[src/rtl/spike_layer.sv]
// spike_layer: rate-coded integrate-and-fire classifier layer.
// Pixels drive N_OUT neurons through signed sign-magnitude synapse weights.
// Each synapse converts its weight magnitude into an event rate with a
// phase accumulator; neurons integrate, fire and go refractory; a windowed
// spike counter reports the winning class.
// Optional membrane leak is compiled in with the macro SPIKE_LAYER_LEAK_EN.
module spike_layer #(
    parameter int N_IN        = 16,
    parameter int N_OUT       = 4,
    parameter int WIDTH       = 8,
    parameter logic [N_OUT*N_IN*(WIDTH+1)-1:0] WEIGHTS = '0,
    parameter int POT_W       = 16,
    parameter int THRESH      = 8,
    parameter int STIM_PERIOD = 4,
    parameter int REFRACT     = 2,
    parameter int WINDOW      = 64,
    parameter int COUNT_W     = 8,
    parameter int LEAK_SHIFT  = 4
) (
    input  logic                                         clk,
    input  logic                                         rst,
    input  logic                                         en,
    input  logic [N_IN-1:0]                              pixels,
    output logic [N_OUT-1:0]                             spikes_out,
    output logic [((N_OUT > 1) ? $clog2(N_OUT) : 1)-1:0] winner,
    output logic                                         winner_valid,
    output logic                                         winner_none
);
    localparam int WIN_W  = (N_OUT > 1) ? $clog2(N_OUT) : 1;
    localparam int TICK_W = (STIM_PERIOD > 1) ? $clog2(STIM_PERIOD) : 1;
    localparam int WCNT_W = (WINDOW > 1) ? $clog2(WINDOW) : 1;
    localparam int REF_W  = (REFRACT > 0) ? $clog2(REFRACT + 1) : 1;
    localparam int EXT_W  = POT_W + 2;
    localparam int N_SYN  = N_OUT * N_IN;

    localparam logic signed [EXT_W-1:0] P_THR = EXT_W'(THRESH);
    localparam logic signed [EXT_W-1:0] P_MIN = -P_THR;
    localparam logic signed [EXT_W-1:0] P_MAX = {3'b000, {(POT_W-1){1'b1}}};
    localparam logic [COUNT_W-1:0]      C_MAX = '1;

`ifdef SPIKE_LAYER_LEAK_EN
    localparam bit LEAK_ON = 1'b1;
`else
    localparam bit LEAK_ON = 1'b0;
`endif

    logic [TICK_W-1:0]       tick_cnt;
    logic                    tick;
    logic                    upd;
    logic [WIDTH-1:0]        acc     [N_SYN];
    logic [WIDTH:0]          sum_v   [N_SYN];
    logic [N_SYN-1:0]        ev;
    logic signed [POT_W-1:0] pot     [N_OUT];
    logic signed [POT_W-1:0] shr_v   [N_OUT];
    logic signed [POT_W-1:0] base_v  [N_OUT];
    logic signed [POT_W-1:0] pot_nxt [N_OUT];
    logic signed [EXT_W-1:0] net_v   [N_OUT];
    logic signed [EXT_W-1:0] p_v     [N_OUT];
    logic [REF_W-1:0]        refr     [N_OUT];
    logic [REF_W-1:0]        refr_nxt [N_OUT];
    logic [N_OUT-1:0]        fire;
    logic [COUNT_W-1:0]      cnt [N_OUT];
    logic [WCNT_W-1:0]       win_cnt;
    logic                    win_pend;
    logic [WIN_W-1:0]        best;
    logic                    none;

    assign tick = en && (tick_cnt == TICK_W'(STIM_PERIOD - 1));

    // Stimulus tick generator; frozen while en is low.
    always_ff @(posedge clk or negedge rst) begin
        if (!rst) begin
            tick_cnt <= '0;
        end else if (en) begin
            tick_cnt <= tick ? '0 : tick_cnt + TICK_W'(1);
        end
    end

    // Neuron updates run the cycle after a tick, independent of en.
    always_ff @(posedge clk or negedge rst) begin
        if (!rst) upd <= 1'b0;
        else      upd <= tick;
    end

    // Phase-accumulator sums: carry out of the WIDTH-bit accumulator is the event.
    always_comb begin
        for (int k = 0; k < N_SYN; k++) begin
            sum_v[k] = {1'b0, acc[k]} + {1'b0, WEIGHTS[k*(WIDTH+1) +: WIDTH]};
        end
    end

    // Synapse accumulators and registered events.
    always_ff @(posedge clk or negedge rst) begin
        if (!rst) begin
            for (int k = 0; k < N_SYN; k++) acc[k] <= '0;
            ev <= '0;
        end else begin
            for (int j = 0; j < N_OUT; j++) begin
                for (int i = 0; i < N_IN; i++) begin
                    ev[j*N_IN+i] <= 1'b0;
                    if (tick && pixels[i]) begin
                        acc[j*N_IN+i] <= sum_v[j*N_IN+i][WIDTH-1:0];
                        ev[j*N_IN+i]  <= sum_v[j*N_IN+i][WIDTH];
                    end
                end
            end
        end
    end

    // Neuron integrate/clamp/fire/refractory next state.
    always_comb begin
        fire = '0;
        for (int j = 0; j < N_OUT; j++) begin
            net_v[j] = '0;
            for (int i = 0; i < N_IN; i++) begin
                if (ev[j*N_IN+i]) begin
                    if (WEIGHTS[(j*N_IN+i)*(WIDTH+1)+WIDTH]) net_v[j] = net_v[j] - EXT_W'(1);
                    else                                     net_v[j] = net_v[j] + EXT_W'(1);
                end
            end
            // A small positive potential whose shifted leak rounds to zero
            // still decays by one; negative shifts never round to zero.
            shr_v[j] = pot[j] >>> LEAK_SHIFT;
            if (!LEAK_ON)                                base_v[j] = pot[j];
            else if (pot[j] != '0 && shr_v[j] == '0)    base_v[j] = pot[j] - POT_W'(1);
            else                                         base_v[j] = pot[j] - shr_v[j];
            p_v[j] = EXT_W'(base_v[j]) + net_v[j];
            if (p_v[j] < P_MIN)      p_v[j] = P_MIN;
            else if (p_v[j] > P_MAX) p_v[j] = P_MAX;

            pot_nxt[j]  = pot[j];
            refr_nxt[j] = refr[j];
            if (upd) begin
                if (refr[j] != '0) begin
                    refr_nxt[j] = refr[j] - REF_W'(1);
                end else if (p_v[j] >= P_THR) begin
                    fire[j]     = 1'b1;
                    pot_nxt[j]  = '0;
                    refr_nxt[j] = REF_W'(REFRACT);
                end else begin
                    pot_nxt[j] = p_v[j][POT_W-1:0];
                end
            end
        end
    end

    // Neuron state, fire pulses and saturating spike counts.
    always_ff @(posedge clk or negedge rst) begin
        if (!rst) begin
            spikes_out <= '0;
            for (int j = 0; j < N_OUT; j++) begin
                pot[j]  <= '0;
                refr[j] <= '0;
                cnt[j]  <= '0;
            end
        end else begin
            spikes_out <= fire;
            for (int j = 0; j < N_OUT; j++) begin
                pot[j]  <= pot_nxt[j];
                refr[j] <= refr_nxt[j];
                if (win_pend)                      cnt[j] <= '0;
                else if (fire[j] && cnt[j] != C_MAX) cnt[j] <= cnt[j] + COUNT_W'(1);
            end
        end
    end

    // Window counter advances once per neuron update.
    always_ff @(posedge clk or negedge rst) begin
        if (!rst) begin
            win_cnt  <= '0;
            win_pend <= 1'b0;
        end else begin
            win_pend <= 1'b0;
            if (upd) begin
                if (win_cnt == WCNT_W'(WINDOW - 1)) begin
                    win_cnt  <= '0;
                    win_pend <= 1'b1;
                end else begin
                    win_cnt <= win_cnt + WCNT_W'(1);
                end
            end
        end
    end

    // Argmax of spike counts, lowest index wins ties.
    always_comb begin
        best = '0;
        none = 1'b1;
        for (int j = 0; j < N_OUT; j++) begin
            if (cnt[j] != '0)       none = 1'b0;
            if (cnt[j] > cnt[best]) best = WIN_W'(j);
        end
    end

    // Winner registers, loaded once per window end.
    always_ff @(posedge clk or negedge rst) begin
        if (!rst) begin
            winner       <= '0;
            winner_none  <= 1'b0;
            winner_valid <= 1'b0;
        end else begin
            winner_valid <= win_pend;
            if (win_pend) begin
                winner      <= best;
                winner_none <= none;
            end
        end
    end

endmodule
[config.mk]
export PLATFORM = sky130hd
export DESIGN_NAME = spike_layer
export DESIGN_NICKNAME = d
export VERILOG_FILES = /design/src/rtl/spike_layer.sv
export SDC_FILE = /design/constraint.sdc
export NUM_CORES = 1
export LEC_CHECK = 0
export BUFFER_PORTS_ARGS = -buffer_cell sky130_fd_sc_hd__buf_2
export CAP_MARGIN = 30
export CORE_MARGIN = 2
export CORE_UTILIZATION = 32
export DETAILED_ROUTE_END_ITERATION = 8
export SLEW_MARGIN = 20
export SYNTH_ARGS = -nofsm -noshare
export SYNTH_HDL_FRONTEND = slang
export SYNTH_SLANG_ARGS = --single-unit
export TNS_END_PERCENT = 30
[constraint.sdc]
create_clock -name clk -period 9.55 [get_ports clk]
set_clock_uncertainty 0.15 [all_clocks]
set_input_delay 0 -clock clk [delete_from_list [all_inputs] [get_ports clk]]
set_output_delay 0 -clock clk [all_outputs]
set_load 0.01 [all_outputs]
# Yosys cells after proc, flatten, opt, wreduce, memory -nomap -nowiden
# Index checks and enable logic that the tools add are counted.
# totals
inputBits	19
wordCells	145
out_inout_bits	8
ff_bits	122
# classes
eq_ne	6
addsub	10
reduce_logical	29
n_bitwise	6
muxes	57
order_cmp	17
# ops
cell	count
18-bit two-way mux	8
8-bit two-way mux	12
18-bit by 5-bit >= comparator with 1-bit output, second input constant	4
16-bit greater-than comparator, second input constant	4
16-bit by 4-bit < comparator with 1-bit output, second input constant	4
16-bit two-way mux	4
8-bit by 1-bit adder with 8-bit output, second input constant	4
8-bit binary-select mux with 2-bit select	2
8-bit inequality test, second input constant	4
8-bit nonzero test	4
8-bit greater-than comparator	3
2-bit nonzero test	12
2-bit two-way mux	11
1-bit two-way mux	19
2-bit AND reduction	8
2-bit by 1-bit subtractor with 2-bit output, second input constant	4
6-bit by 1-bit adder with 6-bit output, second input constant	1
6-bit equality test, second input constant	1
3-bit >= comparator, second input constant	2
6-bit two-way mux	1
1-bit logical AND	5
1-bit NOT	4
1-bit NOT with 3-bit output	1
2-bit NOT with 3-bit output	1
other kinds (2)	2

# Longest topological paths before layout
# logic_depth
depth_word	14
depth_mapped	22
ltp_nobuf	19

# Least setup slack after synthesis
# No wires, ideal clock.
# synth_path
path_kind	reg2reg
from	register cnt[19] in the netlist's numbering
to	register winner[0] in the netlist's numbering
period_less_slack_ps	4603
path_slack_ps	4947
setup_ps	126
arrival_time_ps	4327
path_stages_with_launch	21
path_cell_list	dfrtp_1 > ha_1 > nand4_1 > or3b_2 > a21oi_4 > buf_4 > o21a_1 > nor2_1 > ha_1 > and4_1 > o31a_1 > buf_2 > and2_1 > clkbuf_1 > o31ai_1 > ha_1 > a21oi_1 > nor2_1 > a211oi_1 > a21oi_1 > a311o_1
# synth_between
elab_chain_cells	14
# synth_lines
item	line_no	source
start: declaration	62	logic [COUNT_W-1:0] cnt [N_OUT];
start signal: indexed assignment	154	cnt[j] <= '0;
start signal: indexed assignment	161	if (win_pend) cnt[j] <= '0;
8-bit greater-than comparator	191	if (cnt[j] > cnt[best]) best = WIN_W'(j);
1-bit two-way mux	191	
1-bit NOT with 3-bit output (not written as such)	191	
8-bit binary-select mux with 2-bit select	191	
8-bit two-way mux (not written as such) (2 in a row)	191	
8-bit greater-than comparator	191	
2-bit two-way mux	191	
2-bit NOT with 3-bit output (not written as such)	191	
8-bit binary-select mux with 2-bit select	191	
8-bit two-way mux (not written as such) (2 in a row)	191	
8-bit greater-than comparator	191	
2-bit two-way mux (*)	191	
end signal: assignment	204	winner <= best;
end: declaration	25	output logic [((N_OUT > 1) ? $clog2(N_OUT) : 1)-1:0] winner,
# Mark *: on every way between the ends. The rest lies on a longest branch, timed or not. The select of a mux whose other input is x is not followed.
# A chain may end at the register's enable or synchronous reset.

# Final worst setup path
# layout_path
from	register cnt[31] in the netlist's numbering
to	register winner[0] in the netlist's numbering
# Same word-level chain as after synthesis.

==> flow_summary.toml <==
[timing]
tns_ns = 0
slew_viol_final = 0
relSlewSlack_pct = 44.6
finalCritPeriodShare_pct = 56.6
hold_viol_final = 0
worst_pin_slew_ns = 0.819
setup_viol = 0
rsz0062_at_grt = "no"
min_period_ns = 5.40
timing.fmax_mhz = 185

[synthesis]
synth_ff_type = "dfrtp_1"
yosysUniqueCellTypes = 49
ys_ff_latch = 110
syn_area_per_cell_um2 = 9.28
yosys_warnings = 0
synth_area_mm2 = 0.00588
yosysSeqAreaShare_pct = 46.8
syn_nets = 698
synth_edf_count = 0
synthCells = 633
async_flop_share_pct = 100

[worst_setup_path]
path_cells = "inv_1, ha_1, nand2_1, or3b_2, a21oi_4, o21a_1, nor2_1, ha_1, a211oi_1, nor2_1, nand4bb_1, and2_1, o31ai_1, ha_1, a21oi_1, nor2_1, a211oi_1, a21oi_1, a311o_1"
path_class = "flop to flop"
critPathBufInv = 1
path_max_fanout = 17
worstPathRequired_ns = 9.65
critPathLaunchType = "flop"
critPathCaptureType = "flop"
worst_ep_arrival_time_ns = 5.50
cp_slowest_cell = "dfrtp_1"
rrSetupSlack_ns = 4.15
cp_top_family = "compound AO/OA/AOI/OAI gates"
cp_slowest_stage_delay_ns = 0.50

[detailed_routing]
dr.pass1.iters = 4
wl_per_cell_um = 13.6
drt_iter0_drc = 249
drc = 0
antenna_left = 0
vias = 4349
routed_wl_mm = 11.8
avgViaCountPerCell = 5.00

[floorplanning]
die_height_um = 140
die_area_mm2 = 0.0195
fp.dieW_um = 140
core-area_mm2 = 0.0180
io_pins = 27
floorplan.initialDensity_pct = 32.7
rows = 49

[job]
cap_violations = 0

[clock_tree]
cts_tree = "done"
clk_pin_slew_ns = 0.07
cts-root-buf = "clkbuf_16"
htreeDepth = 3
clock_sinks = 110
clock_latency_ns = 0.36
numCtsBuffers = 9
cts-resized-gates = 0
cts_buffer_depth = 2

[global_routing]
grt_pass1_wl_mm = 20.7
met3_usage_pct = 2.89
grt_usage_pct = 13.0
use_met1_pct = 17.0
grt-busiest-layer = "met2"
grt_max_degree = 63
grtUsageMet2_pct = 21.2
overflow = 0
grt_pass1_vias = 4390
grt_antenna_before_repair = 0

[place]
globalplace.congestion = 0.851
io_buffers = 10
dp_hpwl_mm = 8.17
post_dp_cell_area_mm2 = 0.00613

[run_status]
status = "finished clean"

[final_layout]
nNetsFinal = 700
syn_to_final_growth_pct = 9.71
antenna_cells = 0
final_area_mm2 = 0.00645
layout-drive-gt1-share_pct = 6.25

[pwr]
leakage_nw = 3.01
pwr_density_cell_mw_per_mm2 = 144
ir_worst_vdd_v = 0.0000953

[min_path]
timing.hold.worst.class = "input port to async pin"
## cell usage after synthesis, types with 4 or more instances
cell	n	area, um^2
ha_1	46	576
nor4_1	22	138
a211oi_1	5	37.5
o21ai_0	15	75.1
a41o_1	4	40.0
xnor2_1	22	193
a21oi_1	16	80.1
or3_1	5	31.3
or4_1	5	37.5
or2_2	4	25.0
and3_1	5	31.3
nor2b_1	5	31.3
nor2_1	142	533
inv_1	41	154
nor3_1	21	105
clkbuf_1	11	41.3
buf_2	9	45.0
o21a_1	7	52.6
nand3_1	13	65.1
o31ai_1	8	60.1
mux2_2	6	67.6
nand2_1	41	154
nand4_1	20	125
dfrtp_1	110	2750
mux2i_1	9	90.1
nand3b_1	6	45.0
## worst reg2reg max path: cells and delay by family (launching register included)
kind,cells,cell delay (ns)
adders and majority gates,3,0.92
AOI/OAI and AO/OA,8,1.97
and+or+nand+nor,7,1.62
buffers and inverters,1,0.13
DFF,1,0.50
## final timing paths
kind / cells past startpoint / startpoint / endpoint
hold / removal: 2 / rst / spikes_out[1]
setup / recovery: 19 / cnt[31] / winner[0]
setup reg to reg: 19 / cnt[31] / winner[0]
hold reg to reg: 1 / win_cnt[4] / win_cnt[4]
max in group asynchronous: 3 / rst / tick_cnt[0]
min in group clk: 3 / en / tick_cnt[0]
## placed cells by master, fill, tap and decap left out, types with 15 or more instances in the layout
cell	count
nand2_1	41
inv_1	41
xnor2_1	22
dfrtp_1	110
nor4_1	22
nor3_1	21
a21oi_1	16
nand4_1	20
o21ai_0	15
nor2_1	142
ha_1	46
## cell type report
type,instances,area (um^2)
Multi-Input combinational cell,459,2870
Clock buffer,10,229
Fill cell,1801,11500
Clock inverter,6,68.8
Timing Repair Buffer,14,87.6
Inverter,41,154
Tap cell,229,287
Sequential cell,110,2750
## logic make-up (layout without fill, tap and decap cells)
family | after synthesis | after routing | synth area share [%]
AND/OR/NAND/NOR | 304 | 304 | 24.6
flip-flops | 110 | 110 | 46.8
AO/OA/AOI/OAI | 71 | 71 | 8.26
buffers and inverters | 64 | 71 | 4.34
adder cells (fa/ha/maj) | 46 | 46 | 9.80
XOR/XNOR | 23 | 23 | 3.43
multiplexers | 15 | 15 | 2.68
## stage by stage
step / utilization, % / setup WS [ns] / hold slack, ns / cells / total power, mW
floorplan: - / 4.95 / -0.446 / 633 / 0.534
global placement: 34.1 / 4.26 / -0.0748 / 851 / 0.552
detailed placement: 34.1 / 4.15 / -0.0693 / 851 / 0.554
CTS: 35.9 / 4.14 / 0.0926 / 869 / 0.945
global route: 35.9 / 3.82 / 0.132 / 869 / 0.971
finish: 35.9 / 4.15 / 0.0608 / 869 / 0.928
## timing repair
item	in CTS	in global routing
setup buffers	0	0
endpoints found under the hold margin	51	0
hold buffers	2	0
## metal layers
| metal | part of all wire, % | routed length, um |
|---|---|---|
| met5 | 0 | 0 |
| met4 | 1.8 | 210 |
| met3 | 2.9 | 341 |
| met2 | 47 | 5520 |
| met1 | 49 | 5730 |
## power by group
group	internal [mW]	total [mW]	leakage, nW	switching (mW)
Combinational	0.0195	0.0460	1.34	0.0265
Clock	0.206	0.384	0.143	0.179
Sequential	0.479	0.498	1.53	0.0190
Total	0.704	0.928	3.01	0.224
## sequential cells by signal, summed over array words and instances, names as in the netlist
signal / flops
upd: 1
spikes_out: 4
cnt: 32
base_v: 52
win_cnt: 6
tick_cnt: 2
winner_valid: 1
winner_none: 1
refr: 8
win_pend: 1
winner: 2
Note: power is estimated with default switching activity, not from simulation.
